**config.mk**
```make
export PLATFORM = sky130hd
export DESIGN_NAME = sipo_rx_flat
export DESIGN_NICKNAME = d
export VERILOG_FILES = /design/src/rtl/sipo_pkg.sv /design/src/rtl/sipo_rx_if.sv /design/src/rtl/sipo_shift.sv /design/src/rtl/sipo_rx.sv /design/src/flat_wrapper.sv
export SDC_FILE = /design/constraint.sdc
export NUM_CORES = 1
export LEC_CHECK = 0
export ABC_AREA = 1
export ABC_CLOCK_PERIOD_IN_PS = 1500
export CORE_AREA = 2 2 39 41
export CTS_CLUSTER_DIAMETER = 100
export DETAILED_ROUTE_END_ITERATION = 7
export DIE_AREA = 0 0 41 43
export PLACE_DENSITY = 0.68
export SYNTH_ARGS = -nofsm -noshare
export SYNTH_HDL_FRONTEND = slang
export SYNTH_SLANG_ARGS = --single-unit
```
**constraint.sdc**
```tcl
create_clock -name clk -period 1.5 [get_ports clk]
set_input_delay 0.225 -clock clk [delete_from_list [all_inputs] [get_ports clk]]
set_output_delay 0.225 -clock clk [all_outputs]
set_load 0.05 [all_outputs]
```
**src/rtl/sipo_pkg.sv**
```systemverilog
// Shared types and constants for the serial-in / parallel-out receiver.
package sipo_pkg;

    // Collector state: IDLE holds no bits, SHIFT holds a partial word.
    typedef enum logic {
        IDLE  = 1'b0,
        SHIFT = 1'b1
    } state_t;

    localparam int DEFAULT_WIDTH = 4;

endpackage

```
**src/rtl/sipo_rx_if.sv**
```systemverilog
// Serial input, parallel output and status bundle for sipo_rx.
interface sipo_rx_if
    import sipo_pkg::*;
#(
    parameter int WIDTH = DEFAULT_WIDTH
);
    logic             ena;
    logic             sin;
    logic             sof;
    logic             q_ready;
    logic             clr_ovr;
    logic [WIDTH-1:0] q;
    logic             q_valid;
    logic             overrun;
    logic             busy;

    // Producer/consumer side.
    modport master (
        output ena, sin, sof, q_ready, clr_ovr,
        input  q, q_valid, overrun, busy
    );

    // Receiver side.
    modport slave (
        input  ena, sin, sof, q_ready, clr_ovr,
        output q, q_valid, overrun, busy
    );
endinterface

```
**src/rtl/sipo_shift.sv**
```systemverilog
// Shift/insert datapath: accumulates serial bits into a partial word.
// word_nxt is the value the register takes on this edge when shift_en=1,
// so the controller can capture a completed word on the same edge.
module sipo_shift
    import sipo_pkg::*;
#(
    parameter int WIDTH     = DEFAULT_WIDTH,
    parameter bit MSB_FIRST = 1'b1
) (
    input  logic             clk,
    input  logic             areset,
    input  logic             shift_en,
    input  logic             restart,
    input  logic             sin,
    output logic [WIDTH-1:0] word_nxt,
    output logic [WIDTH-1:0] word
);
    logic [WIDTH-1:0] base;

    // Restart starts from an empty word so stale bits never leak into q.
    always_comb begin
        base     = restart ? '0 : word;
        word_nxt = base;
        if (MSB_FIRST) word_nxt = {base[WIDTH-2:0], sin};
        else           word_nxt = {sin, base[WIDTH-1:1]};
    end

    // Partial word register.
    always_ff @(posedge clk or negedge areset) begin
        if (!areset)       word <= '0;
        else if (shift_en) word <= word_nxt;
    end
endmodule

```
**src/rtl/sipo_rx.sv**
```systemverilog
// Serial-to-parallel receiver: bit collector FSM, single-entry output
// buffer with ready/valid handshake, and sticky overrun flag.
module sipo_rx
    import sipo_pkg::*;
#(
    parameter int WIDTH     = DEFAULT_WIDTH,
    parameter bit MSB_FIRST = 1'b1
) (
    input  logic       clk,
    input  logic       areset,
    sipo_rx_if.slave   bus
);
    localparam int CW = $clog2(WIDTH);
    localparam logic [CW-1:0] LAST = CW'(WIDTH - 1);

    state_t           state_q, state_d;
    logic [CW-1:0]    cnt_q, cnt_d;
    logic [CW-1:0]    bidx;
    logic             complete;
    logic             restart;
    logic [WIDTH-1:0] word_nxt;
    logic [WIDTH-1:0] word;
    logic [WIDTH-1:0] q_r;
    logic             q_valid_r;
    logic             overrun_r;

    sipo_shift #(
        .WIDTH     (WIDTH),
        .MSB_FIRST (MSB_FIRST)
    ) u_shift (
        .clk      (clk),
        .areset   (areset),
        .shift_en (bus.ena),
        .restart  (restart),
        .sin      (bus.sin),
        .word_nxt (word_nxt),
        .word     (word)
    );

    // Collector state and bit count.
    always_ff @(posedge clk or negedge areset) begin
        if (!areset) begin
            state_q <= IDLE;
            cnt_q   <= '0;
        end else begin
            state_q <= state_d;
            cnt_q   <= cnt_d;
        end
    end

    // Next-state: sof forces the current bit to be bit 0 of a new word.
    always_comb begin
        state_d  = state_q;
        cnt_d    = cnt_q;
        bidx     = bus.sof ? '0 : cnt_q;
        complete = 1'b0;
        restart  = bus.sof || (state_q == IDLE);
        if (bus.ena) begin
            if (bidx == LAST) begin
                complete = 1'b1;
                state_d  = IDLE;
                cnt_d    = '0;
            end else begin
                state_d  = SHIFT;
                cnt_d    = bidx + 1'b1;
            end
        end
    end

    // Output buffer: a completing word is stored only if the slot is free
    // or being drained this cycle; otherwise it is dropped.
    always_ff @(posedge clk or negedge areset) begin
        if (!areset) begin
            q_r       <= '0;
            q_valid_r <= 1'b0;
        end else if (complete && (!q_valid_r || bus.q_ready)) begin
            q_r       <= word_nxt;
            q_valid_r <= 1'b1;
        end else if (!complete && q_valid_r && bus.q_ready) begin
            q_valid_r <= 1'b0;
        end
    end

    // Sticky overrun; a new drop beats a simultaneous clear.
    always_ff @(posedge clk or negedge areset) begin
        if (!areset)                                      overrun_r <= 1'b0;
        else if (complete && q_valid_r && !bus.q_ready)   overrun_r <= 1'b1;
        else if (bus.clr_ovr)                             overrun_r <= 1'b0;
    end

    assign bus.q       = q_r;
    assign bus.q_valid = q_valid_r;
    assign bus.overrun = overrun_r;
    assign bus.busy    = (state_q == SHIFT);
endmodule

```
**src/flat_wrapper.sv**
```systemverilog
// flat-port wrapper written by rule: the top's interface ports become plain ports
module sipo_rx_flat import sipo_pkg::*;
#(
    parameter int WIDTH     = DEFAULT_WIDTH,
    parameter bit MSB_FIRST = 1'b1
)
  (clk, areset, bus_ena, bus_sin, bus_sof, bus_q_ready, bus_clr_ovr, bus_q, bus_q_valid, bus_overrun, bus_busy);
  sipo_rx_if #(.WIDTH(WIDTH)) bus_i ();
  input  logic clk;
  input  logic areset;
  input wire logic [$bits(bus_i.ena)-1:0] bus_ena;
  input wire logic [$bits(bus_i.sin)-1:0] bus_sin;
  input wire logic [$bits(bus_i.sof)-1:0] bus_sof;
  input wire logic [$bits(bus_i.q_ready)-1:0] bus_q_ready;
  input wire logic [$bits(bus_i.clr_ovr)-1:0] bus_clr_ovr;
  output wire logic [$bits(bus_i.q)-1:0] bus_q;
  output wire logic [$bits(bus_i.q_valid)-1:0] bus_q_valid;
  output wire logic [$bits(bus_i.overrun)-1:0] bus_overrun;
  output wire logic [$bits(bus_i.busy)-1:0] bus_busy;
  assign bus_i.ena = bus_ena;
  assign bus_i.sin = bus_sin;
  assign bus_i.sof = bus_sof;
  assign bus_i.q_ready = bus_q_ready;
  assign bus_i.clr_ovr = bus_clr_ovr;
  assign bus_q = bus_i.q;
  assign bus_q_valid = bus_i.q_valid;
  assign bus_overrun = bus_i.overrun;
  assign bus_busy = bus_i.busy;
  sipo_rx #(.WIDTH(WIDTH), .MSB_FIRST(MSB_FIRST)) u_core (.clk(clk), .areset(areset), .bus(bus_i));
endmodule
```
# Word-level counts from Yosys, hierarchy flattened
# Index checks and enable logic that the tools add are counted.
dict set report totals {
  output_inout_bits 7
  input_bits 7
  regBits 12
  elab_cells 31
}
dict set report classes {
  n_eq_ne 1
  add_sub_neg 1
  reduce_logical 12
  muxes 10
  bitwise 1
}
# operator count
set op_table {}
lappend op_table {{$mux W1} 7}
lappend op_table {{$logic_and A1 B1 Y1} 5}
lappend op_table {{$mux W2} 2}
lappend op_table {{$reduce_bool A2 Y1} 2}
lappend op_table {{$logic_not A1 Y1} 3}
lappend op_table {{$mux W3} 1}
lappend op_table {{$add A2 B1 Y2 const B} 1}
lappend op_table {{$eq A2 B2 Y1 const B} 1}
lappend op_table {{$logic_or A1 B1 Y1} 2}
lappend op_table {{$not A1 Y1} 1}

# Logic depth before layout (Yosys ltp)
# Gate-level depths: netlist (run 1).
dict set report depth {
  depth_word 9
  mapped_depth 8
  ltp_nobuf 8
}

# Hierarchy
# A second synthesis (run 1) with hierarchy kept.
dict set report unflattened {
  cells_unflattened 66
  hier_area_um2 563.0
}
# mod area_each_um2 cells_per_inst n_inst seq_area_each_um2
set by_module_without_submodules {}
lappend by_module_without_submodules {sipo_rx 379.1 42 1 225.2}
lappend by_module_without_submodules {sipo_shift 183.9 24 1 100.1}

# Least setup slack after synthesis (run 1)
# Ideal clock, no wire load.
dict set report synth_timing {
  kind {register to register}
  startpoint {register u_core.q_valid_r (netlist: u_core.bus.q_valid)}
  endpoint {register u_core.q_r[1] (netlist: u_core.bus.q[1])}
  stages_incl_launch_ff 5
  setup_time_ns 0.066
  slack_ns 0.336
  n_path_buf 0
  period_less_slack_ns 1.164
  arrival_time_ns 1.099
  required_ns 1.434
  path_cell_list {dfrtp_1 > nand2_1 > nand2_2 > nand2_1 > nand2_1}
}
dict set report synth_via {
  elab_chain_cells 3
}
# item line_no
set synth_lines {}
lappend synth_lines {{start, declared} sipo_rx.sv:24} ;# logic q_valid_r;
lappend synth_lines {{start signal, assigned} sipo_rx.sv:75} ;# q_valid_r <= 1'b0;
lappend synth_lines {{start signal, assigned} sipo_rx.sv:78} ;# q_valid_r <= 1'b1;
lappend synth_lines {{start signal, assigned} sipo_rx.sv:80} ;# q_valid_r <= 1'b0;
lappend synth_lines {{$logic_not A1 Y1} sipo_rx.sv:76} ;# end else if (complete && (!q_valid_r || bus.q_ready)) begin
lappend synth_lines {{$logic_or A1 B1 Y1} sipo_rx.sv:76}
lappend synth_lines {{$logic_and A1 B1 Y1} sipo_rx.sv:76}
lappend synth_lines {{end signal, assigned} sipo_rx.sv:77} ;# q_r <= word_nxt;
lappend synth_lines {{end, declared} sipo_rx.sv:23} ;# logic [WIDTH-1:0] q_r;
# No other way between the ends.
# A chain may end at the register's enable or synchronous reset.

# Worst setup path after layout (run 1)
dict set report layout_timing {
  startpoint {input port bus_sof}
  endpoint {register u_core.q_r[3] (netlist: u_core.bus.q[3])}
}
dict set report layout_via {
  elab_chain_cells 5
  word_cells_on_any_way 7
  classes_between {eq/ne (1); mux (4); reduce/logical (2)}
}
# item line_no
set layout_lines {}
lappend layout_lines {{start, declared} flat_wrapper.sv:13} ;# input wire logic [$bits(bus_i.sof)-1:0] bus_sof;
lappend layout_lines {{$mux W2} sipo_rx.sv:55} ;# bidx = bus.sof ? '0 : cnt_q;
lappend layout_lines {{$eq A2 B2 Y1} sipo_rx.sv:59} ;# if (bidx == LAST) begin
lappend layout_lines {{$mux W1} sipo_rx.sv:59}
lappend layout_lines {{$mux W1} sipo_rx.sv:58} ;# if (bus.ena) begin
lappend layout_lines {{$logic_and A1 B1 Y1} sipo_rx.sv:76}
# Several ways; a longest one is shown, not always the timed one.

==> key figures, run 1 <==
Global route
  – Largest net degree at the start of global routing: 13
  – Initial antenna violation count: 0
  – First-pass GRT wire length: 1470 um
  – Vias in the first global route: 366
  – Congestion Overflow GR: 0
  – Tot GR Track Use: 12.5%

Placed design
  – Placed cell area: 703 um^2
  – Post-DP HPWL: 695 um
  – PortBufs: 13
  – Routability cong.: 0.726

Pwr
  – Logic pwr share: 24.7%
  – VDD IR max: 418 uV
  – Pwr dens: 1130 nW/um^2
  – Leakage power: 0.407 nW
  – Net Switching: 0.257 mW
  – Sequential power share: 45.0%
  – Sw frac: 30.7%
  – Internal power: 0.581 mW
  – Clock network power share: 30.3%

Clocking
  – Post-cts sizing count: 0
  – CTS Hold Bufs: 0
  – CTS buffer count: 3
  – Clock root buffer master: clkbuf_4
  – Worst-path clk slew: 70 ps
  – Clock Latency Late Sink: 270 ps
  – CTS tree: built
  – Clock sinks: 12
  – Post-CTS setup buffer count: 0
  – H-tree depth: 1
  – Maximum clock path buffer count: 2

Layout
  – Share of layout cells above drive strength 1: 22.2%
  – Antenna cell count: 0
  – Finished Cell Area: 739 um^2
  – Area growth, synth to finish: 38.4%
  – Final Util: 53.4%
  – Post-layout net count: 90

Synth
  – Post-synth top cells: 23 x nand2_1, 12 x dfrtp_1, 9 x inv_1
  – Post-synth ARST share: 100%
  – Mapped Nets: 70
  – Yosys top cell by area: dfrtp_1
  – Count leader, synth: nand2_1
  – Synth area leaders: dfrtp_1 56%, nand2_1 16%, inv_1 6.3%
  – Post-synth EDFFs: 0
  – Unique masters post-synth: 14
  – Register area share after synthesis: 56.2%
  – Syn Std Cell Area: 534 um^2
  – Avg Inst Size Synth: 8.62 um^2
  – Seq cells post-synth: 12
  – Most used DFF post-synth: dfrtp_1
  – Yosys top cell area share: 56.2%
  – Ys Warns: 0
  – Cells after synthesis: 62

Critical path
  – Critical Path Sink Type: register
  – Slowest CP cell: clkdlybuf4s50_1
  – CP arrival: 1390 ps
  – WS Path Type: in2reg
  – Buf+Inv Stages, Crit Path: 2
  – Critical path fanouts, max: 4
  – Slowest Stage Delay on Critical Path: 440 ps
  – Worst Path Required: 1670 ps
  – Top delay family on crit path: buffers and inverters
  – Crit path cell chain: clkdlybuf4s50_1 > nor2_1 > ha_1 > nand2_4 > inv_2 > nand2_2 > nand2_1 > nand2_1
  – CP startpoint kind: primary input
  – Top cell by count, worst path: nand2_1

Floorplan
  – Core area: 1380 um^2
  – Area of the die: 1760 um^2
  – Die Ht: 43 um
  – Die X-Extent: 41 um
  – Initial Util: 38.6%
  – Row count: 14
  – Num ports: 14

STA
  – Clock Skews: 0.244 ps
  – Final worst-path cycle share: 81.5%
  – Fin Setup TNS: 0 ps
  – Slew Limit Headroom: 64.9%
  – Endpoints failing setup: 0
  – F_max: 0.818 GHz
  – Slew @ Worst Pin: 525 ps
  – Hold Fails Final Rpt: 0
  – Min Tclk post-route: 1220 ps
  – Slew Viols, Final: 0
  – RSZ-0062 raised after global routing: no

Run
  – Count of max-cap constraint violations: 0

Detailed routing
  – Final wirelength: 883 um
  – Vias: 417
  – WL/cell: 9.10 um
  – Drt first pass iters: 3
  – Post-route DRC: 0
  – Initial drt markers: 6
  – Vias per cell: 4.30
  – Antenna violation net count after detailed routing: 0

Hold path
  – Worst hold path type: in2async

Run status
  – Status: finished, final reports clean
-- state kept, by name, summed over array words and instances, names as in the netlist --
register	count
u_core.bus.q_valid	1
u_core.bus.q	4
u_core.bus.busy	1
u_core.u_shift.word	3
u_core.cnt_q	2
u_core.bus.overrun	1
-- placed cells by master, fill, tap and decap left out --
cell / synthesis / final
nand2_1: 23 / 23
dfrtp_1: 12 / 12
inv_1: 9 / 9
buf_4: 0 / 8
nor2_1: 7 / 7
clkdlybuf4s50_1: 0 / 6
clkbuf_4: 0 / 3
o21ai_0: 2 / 2
buf_12: 0 / 2
nand2_4: 1 / 1
a21oi_4: 1 / 1
inv_2: 1 / 1
nand2_2: 1 / 1
nand3_1: 1 / 1
o21ai_1: 1 / 1
o22ai_1: 1 / 1
ha_1: 1 / 1
clkbuf_8: 0 / 1
-- logic make-up (layout without fill, tap and decap cells) --
logic type / Yosys count / in the layout / synth area share, %
adder cells (fa/ha/maj): 1 / 1 / 2.34
buffers and inverters: 11 / 30 / 9.13
AO/OA/AOI/OAI: 5 / 5 / 7.03
flip-flops: 12 / 12 / 56.2
AND/OR/NAND/NOR: 33 / 33 / 25.3
-- stage by stage --
step / setup WS, ps / hold WS, ps / instances / power, mW
final: 278 / 296 / 97 / 0.838
after global routing: 196 / 345 / 97 / 0.882
after CTS: 293 / 316 / 97 / 0.849
after detailed placement: 8.35 / 460 / 93 / 0.594
after global placement: 37.0 / 457 / 93 / 0.592
after floorplan: 336 / -70.6 / 62 / 0.513
-- cell type report --
class / count / area [um^2]
Timing Repair Buffer: 16 / 160
Fill cell: 136 / 644
Tap cell: 16 / 20.0
Clock buffer: 4 / 36.3
Sequential cell: 12 / 300
Inverter: 10 / 37.5
Multi-Input combinational cell: 39 / 185
-- metal layers --
layer  global-route usage [%]  wire, um
met4                     8.00        14
met1                     16.8       430
met3                     3.14        73
met2                     17.2       365
met5                        0         0
-- final timing paths --
check | start | to | slack [ps] | cells after the start
setup / recovery | bus_sof | u_core.bus.q[3] | 280 | 8
hold / removal | areset | u_core.bus.q[0] | 300 | 1
setup reg to reg | u_core.cnt_q[0] | u_core.bus.q[3] | 310 | 8
hold reg to reg | u_core.bus.q[0] | u_core.bus.q[0] | 470 | 2
max in group asynchronous | areset | u_core.bus.overrun | 860 | 1
min in group clk | u_core.bus.q[0] | u_core.bus.q[0] | 470 | 2
-- power groups by stage --
stage          Clock (mW)  Combinational (mW)  Sequential, mW
6_report            0.254               0.207           0.377
5_1_grt             0.273               0.227           0.382
4_1_cts             0.261               0.210           0.378
3_5_place_dp            0               0.210           0.384
3_3_place_gp            0               0.208           0.384
2_1_floorplan           0              0.0537           0.459
(Power assumes the default switching activity.)
==> inputs of run 2 (changes only) <==
ABC_CLOCK_PERIOD_IN_PS = 1280   (was 1500)
clock period = 1.28 ns   (was 1.5 ns; I/O delays follow)
==> run 2 against run 1 <==
Clock skew increased by 0.91 ps; global-route usage rose by 2.0 points; first-iteration DRC count increased by 100%; count of clock-buffer cells in the layout stayed put; register-to-register slack worse by 210 ps; non-clock buffer count up 2; wire length rose by 23%; worst setup slack worse by 170 ps; sequential share of layout area shrank 4.1 points; critical path depth stayed put; final area is 11% higher; highest routed layer unchanged.
==> key figures, run 2 (synthesized netlist as in run 1, its figures left out) <==
Placed design
  – PortBufs: 13 (unchanged)
  – Routability cong.: 0.762 (+4.9%)
  – Post-DP HPWL: 786 um (+13%)

Clocking
  – Maximum clock path buffer count: 2 (unchanged)
  – H-tree depth: 1 (unchanged)
  – Worst-path clk slew: 70 ps (about the same)
  – Clock sinks: 12 (unchanged)
  – Post-CTS setup buffer count: 0 (unchanged)
  – CTS tree: built
  – CTS Hold Bufs: 0 (unchanged)
  – Clock Latency Late Sink: 280 ps (about the same)
  – CTS buffer count: 3 (unchanged)
  – Clock root buffer master: clkbuf_4

STA
  – Slew Limit Headroom: 84.8% (+20 points)
  – Endpoints failing setup: 0 (unchanged)
  – Clock Skews: 1.15 ps (+0.909 ps)
  – Min Tclk post-route: 1180 ps
  – Slew Viols, Final: 0 (unchanged)
  – Slew @ Worst Pin: 227 ps (-297 ps)
  – Fin Setup TNS: 0 ps (unchanged)
  – Worst hold slack: 203 ps (-93.1 ps)
  – Final worst-path cycle share: 91.9%
  – Hold Fails Final Rpt: 0 (unchanged)
  – F_max: 0.850 GHz

Floorplan
  – Initial Util: 38.6% (unchanged)
  – Num ports: 14 (unchanged)
  – Die X-Extent: 41 um (unchanged)
  – Area of the die: 1760 um^2 (unchanged)
  – Core area: 1380 um^2 (unchanged)
  – Die Ht: 43 um (unchanged)
  – Row count: 14 (unchanged)

Detailed routing
  – Initial drt markers: 12 (+6)
  – Vias per cell: 4.67 (+8.6%)
  – Antenna violation net count after detailed routing: 0 (unchanged)
  – Post-route DRC: 0 (unchanged)
  – Drt first pass iters: 4 (+1)
  – Final wirelength: 1080 um (+23%)
  – WL/cell: 10.9 um (+20%)
  – Vias: 462 (+11%)

Layout
  – Fill count: 126 (-7.4%)
  – Post-layout net count: 92 (+2.2%)
  – Final Util: 59.4% (+6.0 points)
  – Commonest non-fill, non-tap cell in the layout: nand2_1
  – Most frequent cells in the layout: 23 x nand2_1, 12 x dfrtp_1, 9 x inv_1
  – Area growth, synth to finish: 53.9%
  – Max FFs per register: 4 (unchanged)
  – Antenna cell count: 0 (unchanged)
  – Share of layout cells above drive strength 1: 26.5% (+4.3 points)

Global route
  – Vias in the first global route: 391 (+6.8%)
  – First-pass GRT wire length: 1590 um (+8.4%)
  – Congestion Overflow GR: 0 (unchanged)
  – Initial antenna violation count: 0 (unchanged)
  – Largest net degree at the start of global routing: 13 (unchanged)
  – Tot GR Track Use: 14.5% (+2.0 points)

Critical path
  – RR Endpoint: u_core.bus.q[1]
  – CP Launch Point: u_core.cnt_q[0]
  – CP startpoint kind: register
  – Worst Path Required: 1460 ps (-210 ps)
  – Critical Path Sink Type: register
  – R2r setup slk: 100 ps (-210 ps)
  – CP Capture Point: u_core.bus.q[1]
  – WS Path Type: reg2reg
  – CP arrival: 1360 ps (-30 ps)
  – Critical path fanouts, max: 4 (unchanged)
  – Reg-to-Reg Start: u_core.cnt_q[0]
  – Register-to-Register Path Depth: 8 (unchanged)

Pwr
  – Pwr dens: 1300 nW/um^2 (+15%)
  – Net Switching: 0.329 mW (+28%)
  – Internal power: 0.742 mW (+28%)
  – VDD IR max: 857 uV (+100%)
  – Sequential power share: 42.7% (-2.3 points)
  – Logic pwr share: 28.7% (+4.0 points)
  – Sw frac: 30.7% (about the same)
  – Leakage power: 0.429 nW (+5.3%)
  – Clock network power share: 28.6% (-1.7 points)

Hold path
  – Worst hold path type: in2async

Run status
  – Status: finished, final reports clean

Run
  – Count of max-cap constraint violations: 0 (unchanged)
[run 2: cell count changes in the layout (fill, tap and decap cells not counted), sizes merged]
cell / change
buf: +2
[run 2: metal layers]
| metal | vias up | share of wire (%) | track usage (%) |
|---|---|---|---|
| li1 | 228 | - | - |
| met1 | 209 | 43 | 16.0 |
| met2 | 20 | 46 | 21.3 |
| met3 | 5 | 7.1 | 4.71 |
| met4 | 0 | 3.7 | 12.0 |
| met5 | - | 0 | 0 |
[run 2: worst min-delay path by stage]
stage                      startpoint                      to  slack, ps  cells past startpoint
3_3_place_gp   u_core.u_shift.word[1]  u_core.u_shift.word[1]        470                      2
2_1_floorplan                  areset         u_core.bus.busy       -100                      0
3_5_place_dp   u_core.u_shift.word[2]  u_core.u_shift.word[2]        490                      2
6_report                       areset         u_core.bus.q[0]        200                      2
5_1_grt                        areset         u_core.bus.q[0]        210                      2
4_1_cts                        areset         u_core.bus.q[0]        210                      2
[run 2: worst max-delay path: stages, from the launching register on]
cell and delay, ps:
dfrtp_1 360, inv_1 60, nor2_2 110, ha_2 220, nand2_4 70, inv_2 70, nand2_2 70, nand2_1 60
nand2_1 50
[run 2: layout make-up]
cell class / count / area (um^2) / area share (%)
clock buffer: 4 / 36.3 / 4.41
inverter: 10 / 37.5 / 4.57
multi-input combinational: 39 / 190 / 23.1
sequential: 12 / 300 / 36.5
tap: 16 / 20.0 / 2.44
timing repair buffer: 18 / 238 / 28.9
[run 2: metrics by stage]
stage / worst slack [ps] / total power [mW] / area (um^2) / instances
after floorplan: 116 / 0.601 / 534 / 62
after global routing: -12.2 / 1.12 / 822 / 99
after global placement: -135 / 0.765 / 781 / 95
final: 103 / 1.07 / 822 / 99
after detailed placement: -179 / 0.770 / 781 / 95
after CTS: 82.0 / 1.07 / 817 / 99
[run 2: power by group through the flow]
stage	logic (mW)	registers (mW)	clock network [mW]
6_report	0.308	0.457	0.306
5_1_grt	0.330	0.463	0.322
4_1_cts	0.307	0.457	0.310
3_5_place_dp	0.306	0.464	0
3_3_place_gp	0.303	0.462	0
2_1_floorplan	0.0630	0.538	0
[run 2: repair_timing]
item / CTS / global route
endpoints found under the setup margin: 0 / 3
hold endpoints to repair: 0 / 0
resized for setup: 0 / 2
==> inputs of run 3 (changes only) <==
DONT_BUFFER_PORTS = 1   (was default)
PLACE_DENSITY = default   (was 0.68)
==> run 3 against run 2 <==
Count of clock-buffer cells in the layout fell by 1; non-clock buffer count fell by 13; clock power fell by 25%; sequential power grew 14%; highest routed layer unchanged; hold slack worse by 180 ps; total power decreased by 21%; critical path type unchanged; via count shrank 21%; first-iteration DRC count is 83% lower; clock skew rose by 3.6 ps; critical path depth is the same.
==> key figures, run 3 (synthesized netlist as in run 1, its figures left out) <==
Clocking
  – H-tree depth: 1 (unchanged)
  – Worst-path clk slew: 70 ps (about the same)
  – CTS tree: built
  – Post-CTS setup buffer count: 0 (unchanged)
  – Clock sinks: 12 (unchanged)
  – Clock root buffer master: clkbuf_4
  – Clock Latency Late Sink: 270 ps (about the same)
  – CTS buffer count: 3 (unchanged)
  – Maximum clock path buffer count: 2 (unchanged)

STA
  – Min Tclk post-route: 1170 ps (-3.23 ps)
  – Hold Fails Final Rpt: 0 (unchanged)
  – Slew Limit Headroom: 64.2% (-21 points)
  – Final WS setup: 106 ps (+3.23 ps)
  – F_max: 0.852 GHz (+0.28%)
  – Slew @ Worst Pin: 536 ps (+308 ps)
  – Slew Viols, Final: 0 (unchanged)
  – RSZ-0062 raised after global routing: no
  – Endpoints failing setup: 0 (unchanged)
  – Fin Setup TNS: 0 ps (unchanged)
  – Final worst-path cycle share: 91.7% (-0.25 points)
  – Clock Skews: 4.77 ps (+3.61 ps)

Layout
  – Antenna cell count: 0 (unchanged)
  – Finished Cell Area: 611 um^2 (-26%)
  – Fill count: 140 (+11%)
  – Most frequent cells in the layout: 23 x nand2_1, 12 x dfrtp_1, 9 x inv_1
  – Max FFs per register: 4 (unchanged)
  – Finished Layout Cells: 85 (-14%)
  – Post-layout net count: 79 (-14%)
  – Share of layout cells above drive strength 1: 18.8% (-7.7 points)
  – Sequential cell area: 300 um^2 (unchanged)
  – Multi-input logic area: 190 um^2 (unchanged)
  – Commonest non-fill, non-tap cell in the layout: nand2_1
  – Area growth, synth to finish: 14.3%

Global route
  – Tot GR Track Use: 13.6% (-0.93 points)
  – Initial antenna violation count: 0 (unchanged)
  – Congestion Overflow GR: 0 (unchanged)
  – Vias in the first global route: 379 (-3.1%)
  – Largest net degree at the start of global routing: 13 (unchanged)
  – First-pass GRT wire length: 1550 um (-2.6%)

Detailed routing
  – Post-route DRC: 0 (unchanged)
  – Initial drt markers: 2 (-10)
  – Vias per cell: 4.27 (-8.5%)
  – Drt first pass iters: 2 (-2)
  – Vias: 363 (-21%)
  – Final wirelength: 939 um (-13%)
  – Antenna violation net count after detailed routing: 0 (unchanged)
  – WL/cell: 11.0 um (+0.98%)

Critical path
  – CP startpoint kind: register
  – Slowest CP cell: dfrtp_1
  – Top cell by count, worst path: nand2_1
  – Crit path cell chain: inv_1 > nor2_2 > ha_2 > nand2_4 > inv_2 > nand2_2 > nand2_1 > nand2_1
  – CP arrival: 1330 ps (-30 ps)
  – Critical path fanouts, max: 4 (unchanged)
  – Critical Path Sink Type: register
  – WS Path Type: reg2reg
  – Slowest Stage Delay on Critical Path: 360 ps (about the same)
  – Worst Path Required: 1440 ps (-20 ps)

Floorplan
  – Die Ht: 43 um (unchanged)
  – Area of the die: 1760 um^2 (unchanged)
  – Core area: 1380 um^2 (unchanged)
  – Num ports: 14 (unchanged)
  – Initial Util: 38.6% (unchanged)
  – Die X-Extent: 41 um (unchanged)
  – Row count: 14 (unchanged)

Placed design
  – Placed cell area: 573 um^2 (-27%)
  – Routability cong.: 0.736 (-3.5%)
  – PortBufs: 0 (-13)
  – Post-DP HPWL: 704 um (-11%)
  – Placed cell count: 81 (-15%)
  – Placement Setup Slack: 90.4 ps (+269 ps)

Run status
  – Status: finished, final reports clean

Pwr
  – Total power: 0.849 mW (-21%)
  – Leakage power: 0.338 nW (-21%)
  – Pwr dens: 1390 nW/um^2 (+6.8%)
  – VDD IR max: 530 uV (-38%)

Run
  – Count of max-cap constraint violations: 0 (unchanged)

Hold path
  – Worst hold path type: in2reg
==> run 3: cell type report <==
cell class / instances / share of cell area [%]
timing repair buffer: 5 / 6.56
sequential: 12 / 49.2
inverter: 10 / 6.15
multi-input combinational: 39 / 31.1
clock buffer: 3 / 3.69
tap: 16 / 3.28
==> run 3: routing by layer <==
metal / wire length [um] / GRT usage, % / up-vias
met1: 442 / 16.2 / 150
li1: - / - / 199
met4: 20 / 10.0 / 0
met2: 408 / 19.1 / 10
met3: 68 / 4.71 / 4
met5: 0 / 0 / -
==> run 3: worst paths after layout <==
kind | startpoint | cells after the start | slack (ps) | end
setup / recovery | u_core.cnt_q[0] | 8 | 110 | u_core.bus.q[1]
hold / removal | bus_clr_ovr | 1 | 20 | u_core.bus.overrun
setup reg to reg | u_core.cnt_q[0] | 8 | 110 | u_core.bus.q[1]
hold reg to reg | u_core.u_shift.word[1] | 2 | 480 | u_core.u_shift.word[1]
max in group asynchronous | areset | 1 | 590 | u_core.bus.q[1]
min in group asynchronous | areset | 1 | 340 | u_core.bus.overrun
==> run 3: what timing repair did <==
action	in CTS	in global routing
hold endpoints to repair	12	0
resized for setup	0	2
hold buffers	1	0
endpoints found under the setup margin	0	4
==> run 3: critical path: cells and delay by family, from the launching register on <==
kind | cells | cell delay (ps)
adders and majority gates | 1 | 200
buffers and inverters | 2 | 130
DFF | 1 | 360
and+or+nand+nor | 5 | 360
==> run 3: metrics by stage <==
step | util [%] | hold slack, ps
detailed placement | 41.4 | -103
floorplan | - | -104
global route | 44.1 | 14.1
CTS | 43.8 | 16.8
finish | 44.1 | 24.8
global placement | 41.4 | -103
==> run 3: power breakdown <==
group	internal (mW)	leakage, nW	switching [mW]
registers	0.419	0.154	0.101
clock network	0.109	0.0138	0.120
logic	0.0350	0.170	0.0658
